## src/rtl/wb_bus_tracer.sv

```systemverilog
// Purpose : passive Wishbone snooper; every qualified completed access (stb && ack)
//           is pushed into a DEPTH-entry trace FIFO with addr/data/we/sel/timestamp.
// Latency : event sampled at edge k is visible at the FIFO head in the cycle after edge k.
// Backpr. : out_valid/out_ready stream; when full, events are dropped (stop mode) or
//           replace the oldest entry (overwrite mode), both counted in drop_cnt.
// Ports   : clk/rst_n (async active-low), clear (sync flush), cfg_* capture controls and
//           address filters, mon_* snooped bus, out_* head entry stream,
//           level/overflow/drop_cnt status.
module wb_bus_tracer #(
  parameter int ADDR_W   = 32,
  parameter int DATA_W   = 32,
  parameter int DEPTH    = 16,
  parameter int TS_W     = 16,
  parameter int NUM_FILT = 2
) (
  input  logic                       clk,
  input  logic                       rst_n,
  input  logic                       clear,
  input  logic                       cfg_enable,
  input  logic                       cfg_overwrite,
  input  logic                       cfg_cap_reads,
  input  logic                       cfg_cap_writes,
  input  logic [NUM_FILT-1:0]        cfg_filt_en,
  input  logic [NUM_FILT*ADDR_W-1:0] cfg_filt_base,
  input  logic [NUM_FILT*ADDR_W-1:0] cfg_filt_mask,
  input  logic                       mon_stb,
  input  logic                       mon_ack,
  input  logic                       mon_we,
  input  logic [DATA_W/8-1:0]        mon_sel,
  input  logic [ADDR_W-1:0]          mon_addr,
  input  logic [DATA_W-1:0]          mon_dat_w,
  input  logic [DATA_W-1:0]          mon_dat_r,
  output logic                       out_valid,
  input  logic                       out_ready,
  output logic [ADDR_W-1:0]          out_addr,
  output logic [DATA_W-1:0]          out_data,
  output logic                       out_we,
  output logic [DATA_W/8-1:0]        out_sel,
  output logic [TS_W-1:0]            out_ts,
  output logic [$clog2(DEPTH):0]     level,
  output logic                       overflow,
  output logic [15:0]                drop_cnt
);

  localparam int SEL_W = DATA_W / 8;
  localparam int PTR_W = $clog2(DEPTH);
  localparam int LVL_W = PTR_W + 1;
  localparam int ENT_W = ADDR_W + DATA_W + 1 + SEL_W + TS_W;

  logic [PTR_W-1:0]  wr_ptr;
  logic [PTR_W-1:0]  rd_ptr;
  logic [TS_W-1:0]   ts_cnt;
  logic [ENT_W-1:0]  mem [DEPTH];
  logic [ENT_W-1:0]  head;

  logic              addr_ok;
  logic              type_ok;
  logic              evt;
  logic              full;
  logic              pop;
  logic              drop;
  logic              push;
  logic              adv_rd;

  logic [ADDR_W-1:0] h_addr;
  logic [DATA_W-1:0] h_data;
  logic              h_we;
  logic [SEL_W-1:0]  h_sel;
  logic [TS_W-1:0]   h_ts;

  // No enabled filter means "match everything"; otherwise any enabled filter may hit.
  always_comb begin
    addr_ok = (cfg_filt_en == '0);
    for (int i = 0; i < NUM_FILT; i++) begin
      if (cfg_filt_en[i] &&
          ((mon_addr & cfg_filt_mask[i*ADDR_W +: ADDR_W]) ==
           (cfg_filt_base[i*ADDR_W +: ADDR_W] & cfg_filt_mask[i*ADDR_W +: ADDR_W])))
        addr_ok = 1'b1;
    end
  end

  assign type_ok   = (mon_we && cfg_cap_writes) || (!mon_we && cfg_cap_reads);
  assign evt       = mon_stb && mon_ack && cfg_enable && type_ok && addr_ok;
  assign full      = (level == LVL_W'(DEPTH));
  assign out_valid = (level != '0);
  assign pop       = out_valid && out_ready;
  // A same-cycle pop frees a slot, so only a full FIFO without a pop loses an event.
  assign drop      = evt && full && !pop;
  assign push      = evt && (!drop || cfg_overwrite);
  // Overwrite of a full FIFO discards the oldest entry by advancing the read side too.
  assign adv_rd    = pop || (drop && cfg_overwrite);

  always_ff @(posedge clk or negedge rst_n) begin
    if (!rst_n) begin
      wr_ptr   <= '0;
      rd_ptr   <= '0;
      level    <= '0;
      overflow <= 1'b0;
      drop_cnt <= '0;
      ts_cnt   <= '0;
    end else if (clear) begin
      wr_ptr   <= '0;
      rd_ptr   <= '0;
      level    <= '0;
      overflow <= 1'b0;
      drop_cnt <= '0;
      ts_cnt   <= '0;
    end else begin
      if (push)
        wr_ptr <= wr_ptr + PTR_W'(1);
      if (adv_rd)
        rd_ptr <= rd_ptr + PTR_W'(1);
      level <= level + LVL_W'(push) - LVL_W'(adv_rd);
      if (drop)
        overflow <= 1'b1;
      if (drop && (drop_cnt != 16'hFFFF))
        drop_cnt <= drop_cnt + 16'd1;
      if (cfg_enable)
        ts_cnt <= ts_cnt + TS_W'(1);
    end
  end

  // Storage is intentionally not reset; head fields are gated by out_valid instead.
  always_ff @(posedge clk) begin
    if (push && !clear)
      mem[wr_ptr] <= {mon_addr, (mon_we ? mon_dat_w : mon_dat_r), mon_we, mon_sel, ts_cnt};
  end

  assign head = mem[rd_ptr];
  assign {h_addr, h_data, h_we, h_sel, h_ts} = head;

  assign out_addr = out_valid ? h_addr : '0;
  assign out_data = out_valid ? h_data : '0;
  assign out_we   = out_valid ? h_we   : 1'b0;
  assign out_sel  = out_valid ? h_sel  : '0;
  assign out_ts   = out_valid ? h_ts   : '0;

endmodule

```

## config.mk

```make
export PLATFORM = sky130hd
export DESIGN_NAME = wb_bus_tracer
export DESIGN_NICKNAME = d
export VERILOG_FILES = /design/src/rtl/wb_bus_tracer.sv
export SDC_FILE = /design/constraint.sdc
export NUM_CORES = 1
export LEC_CHECK = 0
export ABC_CLOCK_PERIOD_IN_PS = 5500
export CORE_UTILIZATION = 59
export DETAILED_ROUTE_END_ITERATION = 16
export HOLD_SLACK_MARGIN = 0.06
export PLACE_DENSITY_LB_ADDON = 0.2
export SYNTH_ARGS = -nofsm -noshare
export SYNTH_HDL_FRONTEND = slang
export SYNTH_SLANG_ARGS = --single-unit
```

## constraint.sdc

```tcl
create_clock -name clk -period 5.5 [get_ports clk]
set_input_delay 0.825 -clock clk [delete_from_list [all_inputs] [get_ports clk]]
set_output_delay 0.825 -clock clk [all_outputs]
set_load 0.01 [all_outputs]
```

After elaboration in Yosys (flattened, before gate mapping)
Memories as Yosys holds them, arrays and structs flattened.
Index checks and enable logic that the tools add are counted.
- register bits: 46
- RAM bits: 1360
- bits of input ports: 241
- output and inout bits: 108
- logic and storage cells: 71
- memories: 1
- memory list (memory ; depth ; bits a word ; rd ports ; clocked after Yosys merged registers in ; write ports ; line ; RTL):
    mem ; 16 ; 85 ; 1 ; 0 ; 1 ; 53 ; logic [ENT_W-1:0] mem [DEPTH];
- add/subtract/negate cells: 6
- equality and inequality tests: 4
- multiplexer cells: 21
- bitwise logic cells: 4
- reduce and logical (&&, ||, !) cells: 29
- operators by type and width (cell ; count):
    32-bit AND ; 4
    32-bit two-way mux ; 3
    16-bit two-way mux ; 5
    32-bit equality test ; 2
    16-bit by 1-bit adder with 16-bit output (second input constant) ; 2
    4-bit two-way mux ; 5
    16-bit inequality test (second input constant) ; 1
    1-bit logical AND ; 15
    2-bit nonzero test ; 5
    4-bit by 1-bit adder with 4-bit output (second input constant) ; 2
    1-bit two-way mux ; 7
    5-bit by 1-bit adder with 5-bit output ; 1
    5-bit equality test (second input constant) ; 1
    5-bit two-way mux ; 1
    5-bit nonzero test ; 1
    5-bit by 1-bit subtractor with 5-bit output ; 1
    1-bit logical NOT ; 4
    1-bit logical OR ; 3
    2-bit logical NOT ; 1

Logic depth before layout (Yosys ltp)
- word-level depth: 14
- depth in mapped cells: 17
- gate-level depth less buffers: 16

Worst setup path before layout
OpenSTA, ideal clock, no wires.
- path kind: input to register
- start point: input mon_addr[21]
- end point: memory mem[0][0] in the netlist's numbering (enable)
- setup time: 453 ps
- arrival time: 4723 ps
- data required time: 5047 ps
- setup slack: 325 ps
- stages on the path: 8
- path buffers: 0
- cell sequence: xor2_1 a22oi_2 nand4_1 or4_1 o22a_4 a211oi_4 nor4b_4 and2_1
- cells in the longest elaborated chain, start to end: 14
- elaborated cells on any way between the ends: 17
- classes of those cells: eq/ne: 2; mux: 4; bitwise: 2; reduce/logical: 9
- RTL lines (element ; line ; RTL):
    start: declaration ; 30 ; input logic [ADDR_W-1:0] mon_addr,
    32-bit AND ; 76 ; ((mon_addr & cfg_filt_mask[i*ADDR_W +: ADDR_W]) ==
    32-bit equality test ; 76 ;
    1-bit logical AND ; 75 ; if (cfg_filt_en[i] &&
    1-bit two-way mux ; 75 ;
    1-bit two-way mux (*) ; 75 ;
    1-bit logical AND (*) ; 83 ; assign evt = mon_stb && mon_ack && cfg_enable && type_ok && addr_ok;
    1-bit logical AND (2 in a row) ; 88 ; assign drop = evt && full && !pop;
    1-bit logical NOT ; 89 ; assign push = evt && (!drop || cfg_overwrite);
    1-bit logical OR ; 89 ;
    1-bit logical AND (*) ; 89 ;
    1-bit logical AND (*) ; 125 ; if (push && !clear)
    1-bit two-way mux (*) ; 125 ;
    1-bit two-way mux (*) ; 126 ; mem[wr_ptr] <= {mon_addr, (mon_we ? mon_dat_w : mon_dat_r), mon_we, mon_sel, ts_cnt};
    end: declaration ; 53 ;
Mark *: on every way between the ends. The rest lies on a longest branch, timed or not.

Final worst setup path
- start point: register rd_ptr[1]
- end point: output out_addr[4]
- cells in the longest elaborated chain, start to end: 2
- RTL lines (element ; line ; RTL):
    start: declaration ; 51 ; logic [PTR_W-1:0] rd_ptr;
    start signal: assignment ; 112 ; rd_ptr <= rd_ptr + PTR_W'(1);
    memory 16 x 85 bit ; n/a ;
    32-bit two-way mux ; 132 ; assign out_addr = out_valid ? h_addr : '0;
    end: declaration ; 35 ; output logic [ADDR_W-1:0] out_addr,
Every way passes these cells.

==> flow_metrics.env <==
export IMPL_gr_total_overflow=0
export IMPL_die_h_um=309
export IMPL_swShare_pct=25.3
export IMPL_cts_max_level=4
export IMPL_post_cts_setup_buffer_count=0
export IMPL_pwr_share_seq_pct=44.2
export IMPL_synth_cell_types=56
export IMPL_synth_ff_type="edfxtp_1"
export IMPL_areaGrowthSynthToFinish_pct=18.9
export IMPL_final_common_cell="edfxtp_1"
export IMPL_worst_slew_pin_slew_ps=867
export IMPL_placed_cell_area_um2=61700
export IMPL_cts_resized=0
export IMPL_drtAntennaViolNets=0
export IMPL_fin_crit_ps=4760
export IMPL_p_int_mw=20.2
export IMPL_final_layout_size_suffix_gt1_share_pct=26.5
export IMPL_critPathKind="reg2out"
export IMPL_grt_max_degree=100
export IMPL_layout_cells_non_filler=4311
export IMPL_io_buffers=348
export IMPL_clkPwrFrac_pct=34.7
export IMPL_avgViaCountPerCell=6.42
export IMPL_ys_ff_latch=1406
export IMPL_hold_viol_final=0
export IMPL_drtPass1Iterations=5
export IMPL_rows=112
export IMPL_io_pins=349
export IMPL_dp_hpwl_um=76000
export IMPL_fin_area_um2=66200
export IMPL_power_total_mw=27.0
export IMPL_async_reset_ff_share_pct=3.27
export IMPL_track_usage_pct=29.5
export IMPL_grt_pass1_vias=29312
export IMPL_clock_sinks=1406
export IMPL_syn_area_um2=55700
export IMPL_synth_edf_count=1360
export IMPL_timing_setup_tns_ps=0
export IMPL_nets=3196
export IMPL_outcome="complete, no violations"
export IMPL_max_slew_margin_rel_pct=42.0
export IMPL_core_region_area_um2=93500
export IMPL_required_ps=4680
export IMPL_clkTransAtPathRegs_ps=60
export IMPL_drc=0
export IMPL_crit_path_start_kind="flop"
export IMPL_clock_path_buffers=3
export IMPL_worstSkewPairLatency_ps=740
export IMPL_hold_path_class="in2async"
export IMPL_syn_avg_cell_area_um2=22.6
export IMPL_grt_antenna_before_repair=10
export IMPL_fin_hold_ws_ps=213
export IMPL_pwr_share_comb_pct=21.1
export IMPL_worst_r2r_cell_count=16
export IMPL_utilization_pct=70.8
export IMPL_timing_fmax_mhz=210
export IMPL_drv_cap=0
export IMPL_wl_per_cell_um=31.8
export IMPL_die_area_um2=95600
export IMPL_skew_ps=23.7
export IMPL_power_density_nw_per_um2=408
export IMPL_start_util_pct=59.6
export IMPL_synth_warnings=0
export IMPL_layout_common_cells="edfxtp_1 (1360), mux4_2 (425), clkdlybuf4s50_1 (345), clkbuf_16 (142), and2_1 (89)"
export IMPL_p_leak_nw=21.1
export IMPL_grt_pass1_wl_um=199000
export IMPL_ctsRootBufferMaster="clkbuf_16"
export IMPL_synth_cells=2463
export IMPL_place_inst=4052
export IMPL_gp_congestion=0.894
export IMPL_place_ws_ps=316
export IMPL_cp_end_kind="output port"
export IMPL_postCtsHoldBufs=0
export IMPL_switchingPower_mw=6.83
export IMPL_worst_slack_ps=741
export IMPL_rsz0062_at_grt="false"
export IMPL_vias=27674
export IMPL_fin_crit_sh_pct=86.5
export IMPL_drt_iter0_markers=3078
export IMPL_yosys_area_top_type="edfxtp_1"
export IMPL_worstPathArrival_ps=3930
export IMPL_cts_buffers=141
export IMPL_netlist_top_cells_area="edfxtp_1 (73%), mux4_2 (17%), dfrtp_1 (2.1%)"
export IMPL_die_x_um=309
export IMPL_ir_drop_mv=0.463
export IMPL_routed_wl_um=137000
export IMPL_cts_tree="done"
export IMPL_cp_max_fo=38
export IMPL_synth_fp_nets=2718
export IMPL_setup_viol=0
export IMPL_yosysSeqAreaShare_pct=75.4
export IMPL_slew_viol_final=0
export IMPL_netlist_area_leader_share_pct=73.3
## synth_stat cells (all sizes together) (3+ instances only)
cell type  number
buf            37
nor3            3
nand2b          3
edfxtp       1360
ha             13
nor4b           3
mux4          425
nand3          12
inv            12
nand3b          4
mux2i           4
or3             7
xnor2           7
and3            8
or2             3
dfrtp          46
mux2           43
nor2           42
nor4            3
a21oi          14
nand2          32
a22oi          45
nand4          26
o21ai           7
a31o            3
clkbuf         83
and2          105
xor2           74
nor2b          13
## worst paths after layout
kind,start,to,slack [ps]
worst max register to register,level[2],level[4],1720
min in group clk,overflow,overflow,540
worst min-delay path,rst_n,drop_cnt[8],210
worst max-delay path,rd_ptr[1],out_addr[4],740
worst min register to register,overflow,overflow,540
max in group asynchronous,rst_n,rd_ptr[1],4780
## final cells by class
cell class / instances / area [um2]
antenna: 6 / 15.0
clock buffer: 169 / 3680
clock inverter: 84 / 826
fill: 5461 / 27300
inverter: 12 / 45.0
multi-input combinational: 925 / 13200
sequential: 1406 / 42000
tap: 1254 / 1570
timing repair buffer: 455 / 4830
## flip-flops by register name, summed over array words and instances, names as in the netlist
register	flops
mem	1360
drop_cnt	16
ts_cnt	16
level	5
rd_ptr	4
wr_ptr	4
overflow	1
## cell families (layout without fill, tap and decap cells)
group,Yosys count,after routing,synth area share (%)
buffers and inverters,132,720,0.919
AO/OA/AOI/OAI,85,85,1.16
flip-flops,1406,1406,75.4
other,0,6,0
multiplexers,472,472,18.1
adder cells (fa/ha/maj),14,14,0.328
AND/OR/NAND/NOR,273,273,2.80
XOR/XNOR,81,81,1.27
## critical path, cell delays in order, from the launching register on
cell             delay (ps)
dfrtp_4                 870
buf_4                   600
mux4_2                  440
mux4_2                  460
and2_1                  190
clkdlybuf4s50_1         610
## power groups by stage
stage / logic (mW) / registers (mW) / clock network [mW]
floorplan: 3.38 / 12.0 / 0
global placement: 5.69 / 12.2 / 0
detailed placement: 5.73 / 12.2 / 0
CTS: 5.79 / 12.0 / 9.48
global route: 6.05 / 12.0 / 9.88
finish: 5.71 / 12.0 / 9.37
## per-layer routing
layer,global-route usage (%),wire [um]
met1,40.2,52300
met2,48.9,69800
met3,5.59,11000
met4,9.72,3770
met5,0,27
Power figures use the tool's default switching activity.
